<file path="config.mk">
export PLATFORM = sky130hd
export DESIGN_NAME = flag_branch_unit
export DESIGN_NICKNAME = d
export VERILOG_FILES = /design/src/rtl/flag_branch_unit.sv
export SDC_FILE = /design/constraint.sdc
export NUM_CORES = 1
export LEC_CHECK = 0
export CAP_MARGIN = 15
export CORE_MARGIN = 2
export CORE_UTILIZATION = 50
export CTS_CLUSTER_DIAMETER = 50
export DETAILED_ROUTE_END_ITERATION = 6
export PLACE_DENSITY = 0.8
export SETUP_SLACK_MARGIN = 0.5
export SLEW_MARGIN = 15
export SYNTH_ARGS = -nofsm -noshare
export SYNTH_HDL_FRONTEND = slang
export SYNTH_SLANG_ARGS = --single-unit
</file>
<file path="constraint.sdc">
create_clock -name clk -period 8.8 [get_ports clk]
set_input_delay 0.88 -clock clk [delete_from_list [all_inputs] [get_ports clk]]
set_output_delay 0.88 -clock clk [all_outputs]
set_load 0.005 [all_outputs]
</file>
<file path="src/rtl/flag_branch_unit.sv">
// flag_branch_unit: architectural N/Z/V flag register plus conditional branch
// resolver. Tracks outstanding flag writers so a branch resolves only once its
// flags are final, then presents a registered taken/target result.
//
// Branch handshake: a branch transfers in any cycle where
// br_valid & br_ready & !stall & !flush are all high. br_ready is high exactly
// when the FSM is IDLE; the result appears later as a one-state br_done pulse
// (held while stall is high).
module flag_branch_unit #(
  parameter int PC_WIDTH  = 16,
  parameter int CNT_WIDTH = 2
) (
  input  logic                 clk,
  input  logic                 rst_n,
  input  logic                 alu_valid,
  input  logic [3:0]           alu_op,
  input  logic                 alu_N,
  input  logic                 alu_Z,
  input  logic                 alu_V,
  input  logic                 fw_issue,
  input  logic                 stall,
  input  logic                 flush,
  input  logic                 br_valid,
  output logic                 br_ready,
  input  logic [2:0]           br_cond,
  input  logic [8:0]           br_offset,
  input  logic [PC_WIDTH-1:0]  br_pc_plus1,
  output logic [2:0]           flags_out,
  output logic                 br_done,
  output logic                 br_taken,
  output logic [PC_WIDTH-1:0]  br_target,
  output logic                 pend_err,
  output logic [1:0]           state_dbg,
  output logic [CNT_WIDTH-1:0] pend_cnt_dbg
);

  typedef enum logic [1:0] {
    IDLE = 2'd0,
    WAIT = 2'd1,
    DONE = 2'd2
  } state_t;

  localparam logic [CNT_WIDTH-1:0] PEND_MAX = {CNT_WIDTH{1'b1}};

  state_t               state_q, state_next;
  logic [2:0]           flags_q, flags_next;
  logic [CNT_WIDTH-1:0] pend_q, pend_next;
  logic                 err_q, err_set;
  logic [2:0]           cond_q;
  logic [8:0]           off_q;
  logic [PC_WIDTH-1:0]  pc_q;
  logic                 taken_q;
  logic [PC_WIDTH-1:0]  target_q;
  logic                 wr;
  logic                 capture, load_result;
  logic [2:0]           ev_cond;
  logic [8:0]           ev_off;
  logic [PC_WIDTH-1:0]  ev_pc;
  logic                 ev_taken;
  logic [PC_WIDTH-1:0]  ev_target;

  // Flags are {N,Z,V}.
  function automatic logic cond_true(input logic [2:0] c, input logic [2:0] f);
    logic n, z, v;
    n = f[2];
    z = f[1];
    v = f[0];
    case (c)
      3'b000:  cond_true = !z;
      3'b001:  cond_true = z;
      3'b010:  cond_true = !z && !n;
      3'b011:  cond_true = n;
      3'b100:  cond_true = z || !n;
      3'b101:  cond_true = n || z;
      3'b110:  cond_true = v;
      default: cond_true = 1'b1;
    endcase
  endfunction

  // Flag write with forwarding: ADD/SUB (op[1]=0) write all three, NAND/XOR only Z.
  always_comb begin
    wr         = alu_valid && (alu_op[3:2] == 2'b00);
    flags_next = flags_q;
    if (wr) begin
      flags_next[1] = alu_Z;
      if (!alu_op[1]) begin
        flags_next[2] = alu_N;
        flags_next[0] = alu_V;
      end
    end
  end

  // Outstanding flag-writer count; saturates and flags an error at either end.
  always_comb begin
    pend_next = pend_q;
    err_set   = 1'b0;
    if (flush) begin
      pend_next = '0;
    end else if (fw_issue && !wr) begin
      if (pend_q == PEND_MAX) err_set = 1'b1;
      else                    pend_next = pend_q + 1'b1;
    end else if (wr && !fw_issue) begin
      if (pend_q == '0) err_set = 1'b1;
      else              pend_next = pend_q - 1'b1;
    end
  end

  // Branch evaluation: live inputs when accepting in IDLE, latched operands in WAIT.
  always_comb begin
    ev_cond   = (state_q == IDLE) ? br_cond     : cond_q;
    ev_off    = (state_q == IDLE) ? br_offset   : off_q;
    ev_pc     = (state_q == IDLE) ? br_pc_plus1 : pc_q;
    ev_taken  = cond_true(ev_cond, flags_next);
    ev_target = ev_taken ? ev_pc + {{(PC_WIDTH-9){ev_off[8]}}, ev_off} : ev_pc;
  end

  // Next-state logic; flush overrides everything except reset.
  always_comb begin
    state_next  = state_q;
    capture     = 1'b0;
    load_result = 1'b0;
    if (flush) begin
      state_next = IDLE;
    end else begin
      case (state_q)
        IDLE: begin
          if (br_valid && !stall) begin
            capture = 1'b1;
            if (pend_next == '0) begin
              state_next  = DONE;
              load_result = 1'b1;
            end else begin
              state_next = WAIT;
            end
          end
        end
        WAIT: begin
          if (pend_next == '0 && !stall) begin
            state_next  = DONE;
            load_result = 1'b1;
          end
        end
        DONE: begin
          if (!stall) state_next = IDLE;
        end
        default: state_next = IDLE;
      endcase
    end
  end

  // State, flag, counter and result registers.
  always_ff @(posedge clk or negedge rst_n) begin
    if (!rst_n) begin
      state_q  <= IDLE;
      flags_q  <= 3'b000;
      pend_q   <= '0;
      err_q    <= 1'b0;
      cond_q   <= 3'b000;
      off_q    <= 9'd0;
      pc_q     <= '0;
      taken_q  <= 1'b0;
      target_q <= '0;
    end else begin
      state_q <= state_next;
      flags_q <= flags_next;
      pend_q  <= pend_next;
      if (err_set) err_q <= 1'b1;
      if (capture) begin
        cond_q <= br_cond;
        off_q  <= br_offset;
        pc_q   <= br_pc_plus1;
      end
      if (load_result) begin
        taken_q  <= ev_taken;
        target_q <= ev_target;
      end
    end
  end

  // Output mapping.
  always_comb begin
    br_ready     = (state_q == IDLE);
    br_done      = (state_q == DONE);
    flags_out    = flags_q;
    br_taken     = taken_q;
    br_target    = target_q;
    pend_err     = err_q;
    state_dbg    = state_q;
    pend_cnt_dbg = pend_q;
  end

endmodule
</file>
==> metrics.md <==
| Metric | Value |
|---|---|
| Fmax achieved | 238 MHz |
| HPWL Detailed | 5.60 mm |
| Ant diodes | 0 |
| Synth Net Count | 397 |
| Synth Area in Compound Gates | 0.144 |
| #FFs+latches synth | 53 |
| Post-synthesis xor/xnor area fraction | 0.0477 |
| WS Path Type | in -> reg |
| Status | complete, no violations |
| Crit. End Element | flop |
| Initial Utilization | 0.514 |
| Placed instance area | 4210 µm² |
| Total grt overflow | 0 |
| Die width | 87.6 µm |
| Max cap viols | 0 |
| Routability cong. | 0.821 |
| Adder-Cell Fraction of Synth Area | 0.0580 |
| Via count | 2792 |
| Final worst slack | 4600 ps |
| Worst Path Required | 9010 ps |
| Delay-heaviest family, CP | buffers and inverters |
| Root Buffer | clkbuf_8 |
| WP data arrival | 4410 ps |
| CTS tree | done |
| Clk sinks | 53 |
| Critical Path Source Type | input pin |
| Leak | 1.81 nW |
| Final instance area | 4310 µm² |
| Library cells used by synthesis | 52 |
| First-pass GRT wire length | 13.0 mm |
| GR Util All Layers | 0.214 |
| First-pass iteration count of the detailed router | 4 |
| Port Buf Inserts | 67 |
| Syn Inst Count | 341 |
| HP Class | reg -> reg |
| Largest net degree at the start of global routing | 54 |
| Rows | 30 |
| Multiplexer share of the synthesized area | 0.215 |
| DRT Wirelength | 7.65 mm |
| Slew @ Worst Pin | 996 ps |
| RSZ-0062 raised after global routing | no |
| Die Span Y | 87.6 µm |
| Final setup viols | 0 |
| Setup TNS Final | 0 ps |
| Most frequent cells in the layout | clkdlybuf4s50_1, mux2_2, dfrtp_1, nand2_1, o21ai_0 |
| Remaining DRCs | 0 |
| DR WL/cell | 15.4 µm |
| Cts bufs inserted | 5 |
| Final hold violation count | 0 |
| Share of post-route cells with drive strength above 1 | 0.195 |
| Critical path buffers and inverters | 2 |
| Final clock skew | 8.12 ps |
| Synth Area in Simple Gates | 0.120 |
| Pins Over Slew Limit | 0 |
| Period Utilization, post-route | 0.477 |
| Initial DRC count | 110 |
| CP peak stage delay | 590 ps |
| Avg Cell Area, Syn | 10.2 µm² |
| CP cell instances | clkdlybuf4s50_1, mux2i_1, inv_1, ha_1, or3b_2, o22ai_1, nor2b_1, o211ai_2, a21o_1, a31o_1, mux2_2 |
| Post-place setup slack | 4300 ps |
| Post-CTS setup buffers | 0 |
| Finished Core Util | 0.634 |
| Clock latency on the worst-skew pair | 310 ps |
| Clock period minus worst slack | 4200 ps |
| Total I/O pin count | 69 |
| Initial antenna violation count | 0 |
| Slew headroom | 0.336 |
| Vias in the first global route | 2827 |
| Largest family of logic cells by synthesized area | multiplexers |
| Max Root-Sink Buffers | 2 |
| Syn Std Cell Area | 3490 µm² |
| H-tree levels | 2 |
| Antenna viol nets, final | 0 |
| Post-synth ARST share | 1.00 |
| Worst-path maximum fanout | 8 |
| Hold buffers post-CTS | 0 |
| Final #Nets | 456 |
| Core area | 6790 µm² |
| Register area share after synthesis | 0.380 |
| Critical Path Slowest Stage Cell | clkdlybuf4s50_1 |
| Yosys warns | 0 |
| Number of flops mapped to enable cells by yosys | 0 |
| Via density | 5.62 |
| PostCTS Resize Cnt | 0 |
| VDD IR max | 0.123 mV |
| Worst-path clk slew | 100 ps |
| Power density cells | 218 nW/µm² |
| Die area | 7670 µm² |
| Commonest non-fill, non-tap cell in the layout | clkdlybuf4s50_1 |
| Syn-to-layout area delta | 23.4% |
| Top FF cell, synth | dfrtp_1 |
==> per-stage QoR <==
stage               power, mW  hold slack [ps]  cells
finish                  0.940              484    497
global route             1.01              498    497
CTS                     0.945              491    497
detailed placement      0.792              466    489
global placement        0.774              461    489
floorplan               0.623              468    341
==> power by group <==
part           switching, mW  internal [mW]  leakage (nW)
Combinational          0.188          0.237          1.11
Clock                 0.0797         0.0713        0.0542
Sequential            0.0474          0.317         0.646
==> cell families after synthesis <==
group / Yosys count
simple gates: 82
mux: 68
fa+ha+maj: 16
xor+xnor: 19
compound gates: 79
flops: 53
buf+inv: 24
==> worst paths after layout <==
path | start | end | slack, ps | cells past startpoint
hold reg to reg | br_taken$_DFFE_PN0P_ | br_taken$_DFFE_PN0P_ | 480 | 2
hold / removal | br_taken$_DFFE_PN0P_ | br_taken$_DFFE_PN0P_ | 480 | 2
setup reg to reg | state_dbg[1]$_DFFE_PN0P_ | br_target[13]$_DFFE_PN0P_ | 4680 | 11
max in group asynchronous | rst_n | br_target[3]$_DFFE_PN0P_ | 7660 | 2
setup / recovery | br_offset[8] | br_target[13]$_DFFE_PN0P_ | 4600 | 11
min in group asynchronous | rst_n | flags_out[0]$_DFF_PN0_ | 690 | 2
==> area by class of cell <==
class                      instances  area (µm²)
fill                             559        2490
multi-input combinational        264        2050
sequential                        53        1330
timing repair buffer              70         688
tap                               96         120
clock buffer                       7        96.3
inverter                           6        22.5
clock inverter                     1        5.00
==> state kept, by name (all words and copies together) (netlist names) <==
signal and cells:
br_target 16, flags_out 3, pend_err 1, pend_cnt_dbg 2
off_q 9, cond_q 3, state_dbg 2, pc_q 16
br_taken 1
==> synthesized netlist by cell type (all sizes together) (4+ instances only) <==
library cell / instances / area, µm²
xnor2: 17 / 149
nand2: 29 / 109
mux2: 55 / 619
nand3: 6 / 30.0
nor2b: 6 / 37.5
dfrtp: 53 / 1330
buf: 13 / 82.6
nand2b: 4 / 25.0
nor3: 5 / 25.0
clkbuf: 5 / 18.8
a21o: 7 / 52.6
o211ai: 6 / 55.1
inv: 6 / 22.5
a21oi: 19 / 98.9
mux2i: 13 / 130
ha: 13 / 163
nor2: 18 / 67.6
o21ai: 27 / 143
==> worst reg2reg max path, delay by kind of cell (launching register included) <==
kind / cells / cell delay, ps
simple gates: 3 / 1230
mux: 2 / 770
fa+ha+maj: 1 / 510
buf+inv: 1 / 270
flops: 1 / 530
compound gates: 4 / 710
==> per-layer routing <==
layer	vias up	routed length, µm	GRT usage
li1	1346	-	-
met1	1369	3210	0.263
met2	63	4000	0.379
met3	14	312	0.0405
met4	0	129	0.0685
met5	-	0	0
Power figures use the tool's default switching activity.
